--- src/rtl/io_uart_tx.sv ---
// IO-space peripheral: 5-bit LED latch, UART transmit data port with FIFO, and status/control.
// Queued bytes are sent on TXD as 8N1 frames, BAUD_DIV clock cycles per bit.
module io_uart_tx #(
    parameter int unsigned BAUD_DIV   = 434,
    parameter int unsigned FIFO_DEPTH = 8
) (
    input  logic        clk,
    input  logic        resetn,
    input  logic [31:0] IO_mem_addr,
    output logic [31:0] IO_mem_rdata,
    input  logic [31:0] IO_mem_wdata,
    input  logic        IO_mem_wr,
    output logic [4:0]  LEDS,
    output logic        TXD
);
    localparam int unsigned AW = $clog2(FIFO_DEPTH);
    localparam logic [15:0] BAUD_RELOAD = 16'(BAUD_DIV - 1);
    localparam logic [AW:0] FULL_COUNT  = (AW+1)'(FIFO_DEPTH);
    localparam logic [AW:0] CNT_ONE     = (AW+1)'(1);
    localparam logic [AW-1:0] PTR_ONE   = AW'(1);

    typedef enum logic [1:0] {IDLE, START, DATA, STOP} state_t;

    logic          sel_leds, sel_data, sel_stat;
    logic [7:0]    fifo_mem [FIFO_DEPTH];
    logic [AW-1:0] rd_ptr, wr_ptr;
    logic [AW:0]   count;
    logic          full, busy, overflow;
    logic          push_req, push, pop, clear_ovf;

    state_t        state, state_nx;
    logic [15:0]   baud_cnt, baud_nx;
    logic [2:0]    bit_idx, bit_nx;
    logic [7:0]    shift, shift_nx;
    logic          txd_nx;
    logic          unused_bits;

    assign sel_leds  = IO_mem_addr[22] & IO_mem_addr[2];
    assign sel_data  = IO_mem_addr[22] & IO_mem_addr[3];
    assign sel_stat  = IO_mem_addr[22] & IO_mem_addr[4];
    assign unused_bits = ^{IO_mem_addr[31:23], IO_mem_addr[21:5], IO_mem_addr[1:0],
                           IO_mem_wdata[31:8]};

    assign full      = (count == FULL_COUNT);
    assign busy      = (state != IDLE) | (count != '0);
    assign push_req  = IO_mem_wr & sel_data;
    // A full FIFO still takes the byte when the transmitter frees a slot this cycle.
    assign push      = push_req & (~full | pop);
    assign clear_ovf = IO_mem_wr & sel_stat & IO_mem_wdata[2];

    always_comb begin
        state_nx = state;
        baud_nx  = baud_cnt;
        bit_nx   = bit_idx;
        shift_nx = shift;
        pop      = 1'b0;
        case (state)
            IDLE: begin
                if (count != '0) begin
                    pop      = 1'b1;
                    shift_nx = fifo_mem[rd_ptr];
                    state_nx = START;
                    baud_nx  = BAUD_RELOAD;
                end
            end
            START: begin
                if (baud_cnt == '0) begin
                    state_nx = DATA;
                    bit_nx   = '0;
                    baud_nx  = BAUD_RELOAD;
                end else begin
                    baud_nx = baud_cnt - 16'd1;
                end
            end
            DATA: begin
                if (baud_cnt == '0) begin
                    baud_nx = BAUD_RELOAD;
                    if (bit_idx == 3'd7) state_nx = STOP;
                    else                 bit_nx   = bit_idx + 3'd1;
                end else begin
                    baud_nx = baud_cnt - 16'd1;
                end
            end
            STOP: begin
                if (baud_cnt == '0) begin
                    // Chain straight into the next start bit when more data is queued.
                    if (count != '0) begin
                        pop      = 1'b1;
                        shift_nx = fifo_mem[rd_ptr];
                        state_nx = START;
                        baud_nx  = BAUD_RELOAD;
                    end else begin
                        state_nx = IDLE;
                        baud_nx  = '0;
                    end
                end else begin
                    baud_nx = baud_cnt - 16'd1;
                end
            end
            default: state_nx = IDLE;
        endcase
    end

    // TXD is registered from the next-state values so it changes only on clock edges.
    always_comb begin
        txd_nx = 1'b1;
        case (state_nx)
            START:   txd_nx = 1'b0;
            DATA:    txd_nx = shift_nx[bit_nx];
            default: txd_nx = 1'b1;
        endcase
    end

    always_ff @(posedge clk) begin
        if (!resetn) begin
            state    <= IDLE;
            baud_cnt <= '0;
            bit_idx  <= '0;
            shift    <= '0;
            TXD      <= 1'b1;
            rd_ptr   <= '0;
            wr_ptr   <= '0;
            count    <= '0;
            overflow <= 1'b0;
            LEDS     <= '0;
        end else begin
            state    <= state_nx;
            baud_cnt <= baud_nx;
            bit_idx  <= bit_nx;
            shift    <= shift_nx;
            TXD      <= txd_nx;
            if (IO_mem_wr & sel_leds) LEDS <= IO_mem_wdata[4:0];
            if (push) wr_ptr <= wr_ptr + PTR_ONE;
            if (pop)  rd_ptr <= rd_ptr + PTR_ONE;
            if (push & ~pop)      count <= count + CNT_ONE;
            else if (pop & ~push) count <= count - CNT_ONE;
            overflow <= (push_req & ~push) | (overflow & ~clear_ovf);
        end
    end

    always_ff @(posedge clk) begin
        if (push) fifo_mem[wr_ptr] <= IO_mem_wdata[7:0];
    end

    always_comb begin
        IO_mem_rdata = '0;
        if (sel_leds) IO_mem_rdata |= {27'b0, LEDS};
        if (sel_stat) IO_mem_rdata |= {19'b0, 5'(count), 5'b0, overflow, full, busy};
    end
endmodule

--- config.mk ---
export PLATFORM = sky130hd
export DESIGN_NAME = io_uart_tx
export DESIGN_NICKNAME = d
export VERILOG_FILES = /design/src/rtl/io_uart_tx.sv
export SDC_FILE = /design/constraint.sdc
export NUM_CORES = 1
export LEC_CHECK = 0
export CAP_MARGIN = 20
export CORE_MARGIN = 10
export CORE_UTILIZATION = 45
export CTS_CLUSTER_SIZE = 8
export DETAILED_ROUTE_END_ITERATION = 10
export HOLD_SLACK_MARGIN = 0.12
export PLACE_DENSITY_LB_ADDON = 0.05
export RECOVER_POWER = 25
export SKIP_CTS_REPAIR_TIMING = 1
export SLEW_MARGIN = 20
export SYNTH_ARGS = -nofsm -noshare
export SYNTH_HDL_FRONTEND = slang
export SYNTH_SLANG_ARGS = --single-unit
--- constraint.sdc ---
create_clock -name clk -period 8 [get_ports clk]
set_input_delay 2 -clock clk [delete_from_list [all_inputs] [get_ports clk]]
set_output_delay 2 -clock clk [all_outputs]
set_load 0.01 [all_outputs]
# Yosys cells after proc, flatten, opt, wreduce, memory -nomap -nowiden
# Memories as Yosys holds them, arrays and structs flattened. A register that Yosys moved wholly into a read port is not among the register bits.
# Index checks and enable logic that the tools add are counted.
# classes
n_addsub,6
reduce_logical,6
muxes,33
n_eq_ne,8
bitwise,20
magnitude_cmp,1
# ops
op,n
16-bit two-way mux,3
16-bit one-hot mux with 3 select lines,1
32-bit two-way mux,1
32-bit by 12-bit bitwise OR with 32-bit output,1
16-bit zero test,1
8-bit two-way mux,2
8-bit one-hot mux with 2 select lines,1
"16-bit by 1-bit subtractor with 16-bit output, second input constant",1
3-bit two-way mux,5
1-bit AND,12
2-bit two-way mux,5
"3-bit by 1-bit adder with 3-bit output, second input constant",3
9-bit two-way mux,1
4-bit two-way mux,2
2-bit one-hot mux with 4 select lines,1
"2-bit equality test, second input constant",3
1-bit two-way mux,6
3-bit one-hot mux with 2 select lines,1
5-bit two-way mux,1
"4-bit by 1-bit adder with 4-bit output, second input constant",1
"2-bit by 1-bit equality test with 1-bit output, second input constant",2
"4-bit equality test, second input constant",1
"3-bit by 4-bit < comparator with 1-bit output, second input constant",1
1-bit NOT,4
other kinds (10),14
# word_totals
input_bits,67
reg_bits,46
ram_bits,64
mem_count,1
# mem_list
memory,depth,width,rd,rd_ports_with_merged_regs,wr,line_no,source
fifo_mem,8,8,1,1,1,25,logic [7:0] fifo_mem [FIFO_DEPTH];

# Depth between registers and ports, before layout
# logic_depth
depth_word,10
mapped_depth,17
mapped_depth_nobuf,16

# Least setup slack after synthesis
# Ideal clock, no wire load.
# synth_path
kind,input to output
from,in IO_mem_addr[22]
to,out IO_mem_rdata[0]
setup_slack_ps,3578
required_ps,6000
cell_stages,2
t_arrival_ps,2422
n_path_buf,1
cell_sequence,clkbuf_1 nor2b_1
# synth_via
elab_chain_len,4
elab_cells_between_ends,5
classes_between,mux (2); bitwise (3)
# synth_lines
item,line_no,source
from (decl),9,"input logic [31:0] IO_mem_addr,"
1-bit AND,38,assign sel_leds = IO_mem_addr[22] & IO_mem_addr[2];
5-bit two-way mux,147,"if (sel_leds) IO_mem_rdata |= {27'b0, LEDS};"
32-bit by 12-bit bitwise OR with 32-bit output,148,"if (sel_stat) IO_mem_rdata |= {19'b0, 5'(count), 5'b0, overflow, full, busy};"
32-bit two-way mux *,148,
to (decl),10,"output logic [31:0] IO_mem_rdata,"
# Every way passes the cells marked *; elsewhere a longest branch is shown, timed or not.

# Worst setup path after layout
# layout_path
from,in IO_mem_addr[22]
to,out IO_mem_rdata[9]
# layout_via
elab_chain_len,2
# layout_lines
item,line_no,source
1-bit AND,40,assign sel_stat = IO_mem_addr[22] & IO_mem_addr[4];
32-bit two-way mux,148,
# No other way between the ends.

==> run summary <==
outcome = finished clean
Hold Path Sink = baud_cnt[15]$_SDFFE_PN0P_
Die ar. = 16300 um^2
clock period minus worst slack = 5410 ps
met3 GRT Util = 0.0691
top_reg_cell synth = edfxtp_1
maxcap violations = 0
Layout Nets = 532
CP Launch Type = input port
layout cell share with drive strength beyond 1 = 0.133
GR peak layer = met2
RSZ-0062 raised after global routing = no
Die H = 128 um
Tot GR Track Use = 0.141
Final Util = 0.539
pin count of the biggest net entering global routing = 25
Initial Utilization = 0.458
Initial DRC Count = 199
Netlist Area Pre-Place = 5200 um^2
max-slew violations = 0
clk_skew = 21.5 ps
Die Span X = 128 um
Peak supply drop = 252 uV
Filler cells = 985
worst path arrival time = 3410 ps
met1 usage = 0.172
final setup TNS = 0 ps
P_leak = 2.23 nW
DRC = 0
M2 GR Usage = 0.212
TritonRoute pass-1 iters = 4
# IOs = 105
Clock Tree Root = clkbuf_16
total routed wirelength = 10.9 mm
Crit path required time = 6000 ps
DR vias/cell = 5.38
Ys Warns = 0
Design Area, Final = 6130 um^2
area added between synthesis and finish = 17.9%
CTS buffer count = 17
Clk pin slew, worst setup/hold paths = 50 ps
reg2reg start = state[0]$_SDFF_PN0_
diode count = 0
number of H-tree levels = 4
CTS tree = done
final setup vio count = 0
Synth Register Bits = 113
period utilization = 0.676
initial antenna violation count = 0
EDFF count, synth = 64
Synth area leaders = edfxtp_1, dfxtp_1, mux4_2
Clock Latency Late Sink = 420 ps
vias post-DR = 3278
number of port buffers = 29
Core Footprint = 11400 um^2
most frequent cells in the layout = edfxtp_1, nor2_1, dfxtp_1
commonest non-fill, non-tap cell in the layout = edfxtp_1
HPWL after DPL = 7.29 mm
grt ovf = 0
Critical Path Sink Type = output port
async set-or-reset flop fraction in the synthesized netlist = 0
post-synthesis sequential area ratio = 0.558
RD Place Congestion = 0.799
cell taking the most area after synthesis = edfxtp_1
Final Power = 2.24 mW
Final ANT Viol Nets = 0
Clock Path Buffers = 2
post-synth cell types = 59
WHS Path Cells = 1
crit path max fanout = 12
critical path class = input port to output port
depth of the most critical reg-to-reg path = 15
reg-to-reg slack, setup = 3990 ps
vias in the first global route = 3371
Post-Syn Area per Cell = 12.4 um^2
maximum clock rate = 185 MHz
Placed Area = 5530 um^2
min-delay src = baud_cnt[15]$_SDFFE_PN0P_
Synth top area share = 0.369
Slew @ Worst Pin = 1020 ps
first-pass GRT wire length = 17.8 mm
std cell rows = 39
pwr dens = 365 nW/um^2
clk sinks = 113
Hold Fails Final Rpt = 0
Max transition margin = 0.321
Post-Synthesis Cells = 420
worst flop-to-flop path endpoint = count[3]$_SDFFE_PN0P_
drt wl/cell = 17.9 um
Worst Hold Class = flip-flop to flip-flop
==> critical path, stage by stage <==
cell and delay [ps]:
clkdlybuf4s50_1 650, and3_1 210, clkdlybuf4s50_1 550
==> cell families after synthesis <==
logic type | count (synthesis) | synth area share
AOI/OAI and AO/OA | 59 | 0.0873
and+or+nand+nor | 137 | 0.138
adders and majority gates | 12 | 0.0303
xor gates and xnor gates | 13 | 0.0219
other | 1 | 0.000721
DFF | 113 | 0.558
muxes | 35 | 0.107
buffers and inverters | 50 | 0.0579
==> routing by layer <==
metal	up-vias	wire length (um)
met5	-	0
met4	0	65
met3	7	868
met2	88	5020
met1	1609	4960
li1	1574	-
==> report_power, final <==
group | leakage [nW] | switching (mW) | internal (mW) | total, mW
Sequential | 0.976 | 0.0942 | 0.680 | 0.775
Clock | 0.287 | 0.257 | 0.519 | 0.776
Combinational | 0.969 | 0.393 | 0.296 | 0.688
==> synth_stat cells (all sizes together), types with 3 or more instances <==
cell type / count
nand2b: 4
nand3: 8
nor4: 7
nor3: 12
a22oi: 5
o2bb2ai: 7
a21oi: 15
nand4: 3
and3: 9
xnor2: 7
xor2: 6
a211oi: 4
clkbuf: 7
edfxtp: 64
a311oi: 3
mux2: 3
mux4: 16
inv: 12
and2: 12
nor2: 53
mux2i: 16
buf: 31
dfxtp: 49
ha: 11
nor2b: 3
o21ai: 9
or3: 4
nand2: 16
==> registers in the layout (all words and copies together), names as in the netlist, named ones only <==
name	count
state	2
TXD	1
rd_ptr	3
LEDS	5
baud_cnt	16
wr_ptr	3
fifo_mem	64
overflow	1
shift	8
count	4
bit_idx	3
==> through the flow <==
step	cells	hold WS, ps	worst slack (ps)
floorplan	442	459	3580
global placement	577	472	2580
detailed placement	577	497	2600
CTS	609	505	2590
global route	609	535	2490
finish	609	514	2590
==> how the worst max path moves through the flow <==
stage | start | endpoint | slack, ps | cells past startpoint
after floorplan | IO_mem_addr[22] | IO_mem_rdata[0] | 3580 | 2
after CTS | IO_mem_addr[4] | IO_mem_rdata[1] | 2590 | 4
after detailed placement | IO_mem_addr[22] | IO_mem_rdata[10] | 2600 | 3
after global routing | IO_mem_addr[4] | IO_mem_rdata[1] | 2490 | 4
final | IO_mem_addr[22] | IO_mem_rdata[9] | 2590 | 3
after global placement | IO_mem_addr[4] | IO_mem_rdata[1] | 2580 | 4
==> final cells by class <==
class                           count  area, um^2  share of cell area
Timing Repair Buffer               30         298              0.0486
Sequential cell                   113        2900               0.473
Tap cell                          143         179              0.0292
Multi-Input combinational cell    279        2100               0.343
Clock inverter                     11         166              0.0271
Clock buffer                       21         440              0.0718
Inverter                           12        45.0             0.00734
Power figures use the tool's default switching activity.
